==> config.mk <==
export PLATFORM = sky130hd
export DESIGN_NAME = hicore_skidbuf_flat
export DESIGN_NICKNAME = d
export VERILOG_FILES = /design/src/rtl/hicore_skidbuf_if.sv /design/src/rtl/hicore_skidbuf.sv /design/src/flat_wrapper.sv
export SDC_FILE = /design/constraint.sdc
export NUM_CORES = 1
export LEC_CHECK = 0
export CORE_MARGIN = 10
export CORE_UTILIZATION = 55
export CTS_CLUSTER_SIZE = 20
export DETAILED_ROUTE_END_ITERATION = 7
export DONT_BUFFER_PORTS = 1
export GPL_ROUTABILITY_DRIVEN = 0
export PLACE_DENSITY = 0.8
export SYNTH_ARGS = -nofsm -noshare
export SYNTH_HDL_FRONTEND = slang
export SYNTH_SLANG_ARGS = --single-unit
==> constraint.sdc <==
create_clock -name clk -period 3.7 [get_ports clk]
set_clock_uncertainty 0.2 [all_clocks]
set_input_delay 0.37 -clock clk [delete_from_list [all_inputs] [get_ports clk]]
set_output_delay 0.37 -clock clk [all_outputs]
set_load 0.005 [all_outputs]
==> src/rtl/hicore_skidbuf_if.sv <==
// Producer/consumer handshake bundle for hicore_skidbuf: valid/ready/cancel
// on both sides plus the synchronous flush strobe.
interface hicore_skidbuf_if #(
    parameter int DW = 32
);
    logic          i_vld;
    logic          i_rdy;
    logic [DW-1:0] i_dat;
    logic          i_cancel;
    logic          o_vld;
    logic          o_rdy;
    logic [DW-1:0] o_dat;
    logic          o_cancel;
    logic          flush;

    // The buffer side.
    modport slave (
        input  i_vld, i_dat, i_cancel, o_rdy, flush,
        output i_rdy, o_vld, o_dat, o_cancel
    );

    // The surrounding pipeline side (producer and consumer).
    modport master (
        output i_vld, i_dat, i_cancel, o_rdy, flush,
        input  i_rdy, o_vld, o_dat, o_cancel
    );
endinterface

==> src/rtl/hicore_skidbuf.sv <==
// Two-entry fully registered skid buffer: o_vld/o_dat/o_cancel and i_rdy all come straight from flops.
// Optional macro HICORE_SKIDBUF_CANCEL_DROP_EN: cancelled beats are accepted but dropped, o_cancel tied 0.
module hicore_skidbuf #(
    parameter int DW = 32
) (
    input  logic                clk,
    input  logic                rst,
    hicore_skidbuf_if.slave     bus,
    output logic [1:0]          dbg_state
);
    // Valid/ready contract: a beat moves on a side exactly at an edge where
    // that side's vld and rdy are both 1; the offering side holds vld and
    // payload stable until that edge, and the buffer never lets o_vld depend
    // on i_vld nor i_rdy depend on o_rdy within a cycle.

    typedef enum logic [1:0] {
        EMPTY = 2'b00,
        BUSY  = 2'b01,
        FULL  = 2'b11
    } state_t;

    state_t        state_q;
    state_t        state_d;
    logic [DW-1:0] main_dat;
    logic [DW-1:0] skid_dat;
    logic          in_fire;
    logic          out_fire;
    logic          in_take;
    logic          main_load;
    logic          main_from_skid;
    logic          skid_load;

    // State bits are {skid_vld, main_vld}; the outputs read them directly.
    assign bus.o_vld = state_q[0];
    assign bus.i_rdy = ~state_q[1];
    assign bus.o_dat = main_dat;
    assign dbg_state = state_q;

    assign in_fire  = bus.i_vld & bus.i_rdy;
    assign out_fire = bus.o_vld & bus.o_rdy;

`ifdef HICORE_SKIDBUF_CANCEL_DROP_EN
    assign in_take = in_fire & ~bus.i_cancel;
`else
    assign in_take = in_fire;
`endif

    always_ff @(posedge clk or posedge rst) begin
        if (rst) begin
            state_q <= EMPTY;
        end else begin
            state_q <= state_d;
        end
    end

    always_comb begin
        state_d = state_q;
        case (state_q)
            EMPTY: begin
                if (in_take) state_d = BUSY;
            end
            BUSY: begin
                if (in_take && !out_fire)      state_d = FULL;
                else if (!in_take && out_fire) state_d = EMPTY;
            end
            FULL: begin
                if (out_fire) state_d = BUSY;
            end
            default: state_d = EMPTY;
        endcase
        if (bus.flush) state_d = EMPTY;
    end

    always_comb begin
        main_load      = 1'b0;
        main_from_skid = 1'b0;
        skid_load      = 1'b0;
        case (state_q)
            EMPTY: main_load = in_take;
            BUSY: begin
                main_load = in_take & out_fire;
                skid_load = in_take & ~out_fire;
            end
            FULL:    main_from_skid = out_fire;
            default: ;
        endcase
        // Flushed beats are discarded, so the data flops need not move.
        if (bus.flush) begin
            main_load      = 1'b0;
            main_from_skid = 1'b0;
            skid_load      = 1'b0;
        end
    end

    always_ff @(posedge clk or posedge rst) begin
        if (rst) begin
            main_dat <= '0;
        end else if (main_load) begin
            main_dat <= bus.i_dat;
        end else if (main_from_skid) begin
            main_dat <= skid_dat;
        end
    end

    always_ff @(posedge clk or posedge rst) begin
        if (rst) begin
            skid_dat <= '0;
        end else if (skid_load) begin
            skid_dat <= bus.i_dat;
        end
    end

`ifdef HICORE_SKIDBUF_CANCEL_DROP_EN
    assign bus.o_cancel = 1'b0;
`else
    logic main_cancel;
    logic skid_cancel;

    assign bus.o_cancel = main_cancel;

    always_ff @(posedge clk or posedge rst) begin
        if (rst) begin
            main_cancel <= 1'b0;
        end else if (main_load) begin
            main_cancel <= bus.i_cancel;
        end else if (main_from_skid) begin
            main_cancel <= skid_cancel;
        end
    end

    always_ff @(posedge clk or posedge rst) begin
        if (rst) begin
            skid_cancel <= 1'b0;
        end else if (skid_load) begin
            skid_cancel <= bus.i_cancel;
        end
    end
`endif

endmodule

==> src/flat_wrapper.sv <==
// flat-port wrapper written by rule: the top's interface ports become plain ports
module hicore_skidbuf_flat 
#(
    parameter int DW = 32
)
  (clk, rst, dbg_state, bus_i_vld, bus_i_dat, bus_i_cancel, bus_o_rdy, bus_flush, bus_i_rdy, bus_o_vld, bus_o_dat, bus_o_cancel);
  hicore_skidbuf_if #(.DW(DW)) bus_i ();
  input  logic clk;
  input  logic rst;
  output logic [1:0] dbg_state;
  input wire logic [$bits(bus_i.i_vld)-1:0] bus_i_vld;
  input wire logic [$bits(bus_i.i_dat)-1:0] bus_i_dat;
  input wire logic [$bits(bus_i.i_cancel)-1:0] bus_i_cancel;
  input wire logic [$bits(bus_i.o_rdy)-1:0] bus_o_rdy;
  input wire logic [$bits(bus_i.flush)-1:0] bus_flush;
  output wire logic [$bits(bus_i.i_rdy)-1:0] bus_i_rdy;
  output wire logic [$bits(bus_i.o_vld)-1:0] bus_o_vld;
  output wire logic [$bits(bus_i.o_dat)-1:0] bus_o_dat;
  output wire logic [$bits(bus_i.o_cancel)-1:0] bus_o_cancel;
  assign bus_i.i_vld = bus_i_vld;
  assign bus_i.i_dat = bus_i_dat;
  assign bus_i.i_cancel = bus_i_cancel;
  assign bus_i.o_rdy = bus_o_rdy;
  assign bus_i.flush = bus_flush;
  assign bus_i_rdy = bus_i.i_rdy;
  assign bus_o_vld = bus_i.o_vld;
  assign bus_o_dat = bus_i.o_dat;
  assign bus_o_cancel = bus_i.o_cancel;
  hicore_skidbuf #(.DW(DW)) u_core (.clk(clk), .rst(rst), .bus(bus_i), .dbg_state(dbg_state));
endmodule
==> results.json, run 1 <==
{
  "status": "finished with violations",
  "violations": "hold timing",
  "rows": 26,
  "grt_pass1_vias": 2038,
  "synth_edf_count": 0,
  "grt_pass1_wl_um": 10200,
  "pwr-share-clk_pct": 24.1,
  "clk_latency_ns": 0.33,
  "tightest_slew_ns": 1.04,
  "viasPerCell": 5.42,
  "holdBufCountCts": 34,
  "synthesis.nets": 282,
  "timing.critical_path.fanout_max": 17,
  "diodes": 0,
  "synthFlopType": "dfrtp_1",
  "grt_usage_pct": 14.6,
  "maxCapViolations": 0,
  "multi_input_area_sq_um": 1170,
  "die_h_um": 93.6,
  "cts-resized-gates": 0,
  "seqPwrFrac_pct": 54.0,
  "worst_hold_slack_ns": -0.0305,
  "synth-seq-cells": 68,
  "grt_setup_unrepaired": "no",
  "p_leak_nw": 1.76,
  "post_drt_wl_per_cell_um": 17.2,
  "p_sw_mw": 0.758,
  "p_int_mw": 1.75,
  "max_freq_mhz": 456,
  "htreeDepth": 3,
  "num_vias": 1912,
  "ir_worst_vdd_v": 0.000438,
  "synth_cell_types": 25,
  "synth_top_area_share_pct": 57.1,
  "worstSetupStartpointType": "register",
  "ant_nets": 0,
  "syn_avg_cell_area_sq_um": 12.4,
  "hp-class": "in -> async",
  "fin_util_pct": 69.1,
  "path_clk_slew_ns": 0.07,
  "initial_core_util_pct": 57.6,
  "syn_area_sq_um": 2980,
  "power.density_nw_per_um2": 701,
  "period_share_pct": 59.3,
  "final-setup-viol-count": 0,
  "detail_route.iter0.violations": 89,
  "grt_start_max_net_pins": 53,
  "coreArea_sq_um": 5170,
  "cts_buffers": 9,
  "layout_min_cycle_time_ns": 2.19,
  "cts_tree": "yes",
  "synthTopCellsByCount": "dfrtp_1, mux2i_1, nand2_1, o21ai_0, mux2_1",
  "synthArstFlopShare_pct": 100,
  "synth_area_leaders": "dfrtp_1, mux2i_1, mux2_1, o21ai_0, mux2_2",
  "switching_share_pct": 30.2,
  "final-seq-area_sq_um": 1700,
  "combPwrFrac_pct": 21.9,
  "yosysMostFrequentCell": "dfrtp_1",
  "grt_remaining_overflow": 0,
  "final_nets": 320,
  "tns_ns": 0,
  "critPathArrivalTime_ns": 2.20,
  "dpl.hpwl_um": 4120,
  "design.die.area_sq_um": 8760,
  "post-place-ws_ns": 1.50,
  "drtPass1Iterations": 4,
  "area_growth_pct": 20.0,
  "yosysWarningCount": 0,
  "cts_setup_buffers": 0,
  "synthCells": 240,
  "cts_root_buf": "clkbuf_8",
  "drc_errors": 0,
  "ff2ff_path_depth": 5,
  "end_kind": "register",
  "clockBufferDepth": 2,
  "slew_headroom_pct": 30.8,
  "worst_ep_required_time_ns": 3.71,
  "portBuffers": 0,
  "drt_wl_total_um": 6070,
  "antenna_found_initial": 0,
  "die_width_um": 93.6,
  "fill_cells": 344,
  "setup_slack_ns": 1.51,
  "slew_viol_final": 0,
  "worstSetupPathType": "reg -> reg",
  "ioPinCount": 75,
  "yosysSeqAreaShare_pct": 57.1,
  "finalHoldViolCount": 50,
  "drive_above_1_share_pct": 13.4,
  "synth_area_leader_cell": "dfrtp_1",
  "clock-sinks": 68
}
## worst max-delay path, cell delays in order (launching register included)
cell     delay, ns
dfrtp_1       0.57
ha_1          0.26
a21bo_2       0.28
nor3_4        0.12
buf_4         0.27
mux2_2        0.37
## logic make-up (layout without fill, tap and decap cells)
logic type / after synthesis / count (layout) / share of synthesized area [%]
flops: 68 / 68 / 57.1
mux: 66 / 66 / 23.6
compound gates: 43 / 43 / 7.82
simple gates: 40 / 40 / 6.18
buf+inv: 19 / 62 / 3.61
fa+ha+maj: 4 / 4 / 1.68
## cell type report
type	instances	share of cell area [%]
Clock inverter	1	0.840
Inverter	4	0.420
Clock buffer	15	4.66
Sequential cell	68	47.6
Multi-Input combinational cell	153	32.8
Tap cell	70	2.45
Timing Repair Buffer	42	11.2
## per-layer routing
metal  up-vias  routed length (um)  global-route usage [%]
li1        914                   -                       -
met1       920                2500                    16.4
met2        66                2850                    23.3
met3        12                 589                    6.39
met4         0                 125                    7.09
met5         -                   0                       0
## through the flow
stage | power (mW) | instance area [sq um] | std cells | hold slack [ns]
global route | 2.69 | 3570 | 353 | 0.0464
detailed placement | 1.89 | 3040 | 303 | 0.240
finish | 2.51 | 3570 | 353 | -0.0305
CTS | 2.53 | 3570 | 353 | 0.00736
floorplan | 1.73 | 2980 | 240 | 0.233
global placement | 1.84 | 3040 | 303 | 0.238
## sequential cells by signal, indices dropped and copies added, names as in the netlist
name and cells:
u_core.skid_dat 32, u_core.skid_cancel 1, u_core.dbg_state 2, u_core.bus.o_cancel 1, u_core.bus.o_dat 32
## power by group through the flow
stage | Clock (mW) | Sequential, mW | Combinational (mW)
final | 0.605 | 1.35 | 0.549
after detailed placement | 0 | 1.37 | 0.516
after CTS | 0.620 | 1.36 | 0.552
after global routing | 0.650 | 1.41 | 0.634
after global placement | 0 | 1.36 | 0.481
after floorplan | 0 | 1.28 | 0.449
## layout by cell type, fill, tap and decap left out, drive strengths merged
cell and count:
dfrtp 68, o21ai 36, dlygate4sd3 34, mux2i 33, nand2 33, mux2 33, clkbuf 15, buf 8
ha 4, inv 4, a21oi 3, nor3 2, a31oi 1, nand2b 1, nand4b 1, a21bo 1
nor2b 1, a21boi 1, a41o 1, or4 1, or4b 1, bufinv 1
## path summary, 6_finish.rpt
check,start,slack (ns),end
min in group clk,bus_o_rdy,0.25,u_core.dbg_state[0]$_DFFE_PP0P_
worst min register to register,u_core.skid_dat[1]$_DFFE_PP0P_,0.29,u_core.skid_dat[1]$_DFFE_PP0P_
worst max register to register,u_core.dbg_state[0]$_DFFE_PP0P_,1.51,u_core.skid_dat[16]$_DFFE_PP0P_
worst max-delay path,u_core.dbg_state[0]$_DFFE_PP0P_,1.51,u_core.skid_dat[16]$_DFFE_PP0P_
max in group asynchronous,rst,2.57,u_core.bus.o_dat[1]$_DFFE_PP0P_
worst min-delay path,rst,-0.03,u_core.bus.o_cancel$_DFFE_PP0P_
Power figures use the tool's default switching activity.
==> run 2, diff against run 1 <==
PLACE_DENSITY = 0.83   (was 0.8)
clock period = 1.95 ns   (was 3.7 ns; I/O delays follow)
==> results.json, run 2 (synthesis gave the netlist of run 1 again) <==
{
  "fill_cells": 314,
  "grt_setup_unrepaired": "yes",
  "drtPass1Iterations": 5,
  "drt_wl_total_um": 7030,
  "period_share_pct": 101,
  "multi_input_area_sq_um": 1220,
  "tightest_slew_ns": 0.564,
  "end_kind": "register",
  "grt_start_max_net_pins": 44,
  "slew_headroom_pct": 62.3,
  "maxCapViolations": 0,
  "cts_tree": "yes",
  "cts_root_buf": "clkbuf_8",
  "initial_core_util_pct": 57.6,
  "worstSetupStartpointType": "register",
  "worst_hold_slack_ns": 0.0136,
  "die_h_um": 93.6,
  "slew_viol_final": 0,
  "grt_pass1_vias": 2244,
  "clockBufferDepth": 2,
  "area_growth_pct": 29.3,
  "cts_buffers": 9,
  "drive_above_1_share_pct": 21.3,
  "violations": "setup timing",
  "status": "finished with violations",
  "fin_util_pct": 74.5,
  "layout_min_cycle_time_ns": 1.97,
  "post_drt_wl_per_cell_um": 19.0,
  "power.density_nw_per_um2": 1300,
  "final_nets": 338,
  "worst_ep_required_time_ns": 2.01,
  "viasPerCell": 5.54,
  "num_vias": 2054,
  "drc_errors": 0,
  "diodes": 0,
  "antenna_found_initial": 0,
  "clk_latency_ns": 0.34,
  "holdCritStartpoint": "bus_i_vld",
  "mostFrequentLayoutCells": "dfrtp_1, dlygate4sd3_1, mux2i_1, nand2_1, o21ai_0",
  "r2r_setup_slack_ns": -0.02,
  "dpl.hpwl_um": 4480,
  "final-setup-viol-count": 1,
  "ir_worst_vdd_v": 0.000911,
  "worstHoldPathCells": 3,
  "rows": 26,
  "p_leak_nw": 1.87,
  "design.die.area_sq_um": 8760,
  "ant_nets": 0,
  "clock-sinks": 68,
  "setup_slack_ns": -0.0165,
  "critPathArrivalTime_ns": 2.03,
  "detail_route.iter0.violations": 51,
  "ff2ff_path_depth": 6,
  "grt_usage_pct": 16.7,
  "die_width_um": 93.6,
  "grt_pass1_wl_um": 11500,
  "htreeDepth": 3,
  "final_common_cell": "dfrtp_1",
  "hp-class": "in -> reg",
  "ioPinCount": 75,
  "worstSetupPathType": "reg -> reg",
  "grt_remaining_overflow": 0,
  "finalHoldViolCount": 0,
  "timing.critical_path.fanout_max": 5,
  "r2r-start": "u_core.dbg_state[1]$_DFFE_PP0P_",
  "portBuffers": 0,
  "reg2reg_to": "u_core.dbg_state[0]$_DFFE_PP0P_",
  "max_freq_mhz": 509,
  "coreArea_sq_um": 5170,
  "path_clk_slew_ns": 0.07,
  "min_to": "u_core.dbg_state[1]$_DFFE_PP0P_",
  "final-seq-area_sq_um": 1700
}
==> run 2: cell type report <==
type / instances / area share [%]
clock buffers: 11 / 3.41
clock inverters: 5 / 1.36
inverters: 4 / 0.487
multi-input cells: 153 / 31.7
flip-flops and latches: 68 / 44.2
well taps: 70 / 2.27
repair buffers: 60 / 16.6
==> run 2: power by group <==
part | leakage [nW] | switching (mW) | internal, mW
clock | 0.0931 | 0.503 | 0.584
combinational | 0.947 | 0.583 | 0.747
sequential | 0.834 | 0.500 | 2.09
==> run 2: how the worst max path moves through the flow <==
stage / startpoint / end / depth (start not counted) / slack, ns
6_report: u_core.dbg_state[1]$_DFFE_PP0P_ / u_core.dbg_state[0]$_DFFE_PP0P_ / 6 / -0.02
5_1_grt: u_core.dbg_state[1]$_DFFE_PP0P_ / u_core.dbg_state[0]$_DFFE_PP0P_ / 6 / -0.08
4_1_cts: u_core.dbg_state[1]$_DFFE_PP0P_ / u_core.skid_dat[25]$_DFFE_PP0P_ / 7 / -0.03
3_5_place_dp: u_core.dbg_state[1]$_DFFE_PP0P_ / u_core.skid_dat[25]$_DFFE_PP0P_ / 6 / -0.05
3_3_place_gp: u_core.dbg_state[1]$_DFFE_PP0P_ / u_core.skid_dat[11]$_DFFE_PP0P_ / 6 / 0.02
2_1_floorplan: u_core.dbg_state[1]$_DFFE_PP0P_ / u_core.skid_dat[0]$_DFFE_PP0P_ / 6 / -0.03
==> run 2: worst max-delay path, cell delays in order, from the launching register on <==
cell,delay [ns]
dfrtp_1,0.40
buf_6,0.13
ha_2,0.17
a21boi_1,0.13
a41o_1,0.23
or4b_1,0.48
a21oi_1,0.15
==> run 2: metrics by stage <==
step / worst slack [ns] / TNS (ns) / instance area [sq um] / instances / total power, mW
2_1_floorplan: -0.0325 / -0.649 / 3010 / 240 / 3.31
3_3_place_gp: 0.0212 / 0 / 3180 / 311 / 3.62
3_5_place_dp: -0.0469 / -0.997 / 3180 / 311 / 3.74
4_1_cts: -0.0318 / -0.524 / 3780 / 368 / 4.94
5_1_grt: -0.0825 / -1.56 / 3850 / 371 / 5.36
6_report: -0.0165 / -0.0165 / 3850 / 371 / 5.01
==> run 2: layer usage <==
layer | vias to the layer above | routed length [um] | global-route usage [%]
met5 | - | 0 | 0
met2 | 71 | 3400 | 27.7
met4 | 0 | 92 | 6.08
met3 | 9 | 779 | 8.87
met1 | 1018 | 2760 | 17.8
li1 | 956 | - | -
==> run 2: what timing repair did <==
item                                   4_1_cts  5_1_grt
hold buffers                                36        0
pin swaps                                    2        5
setup endpoints to repair                   41       64
cloned                                       1        1
endpoints found under the hold margin      136        0
resized for setup                            2       15
setup buffers                                5        2
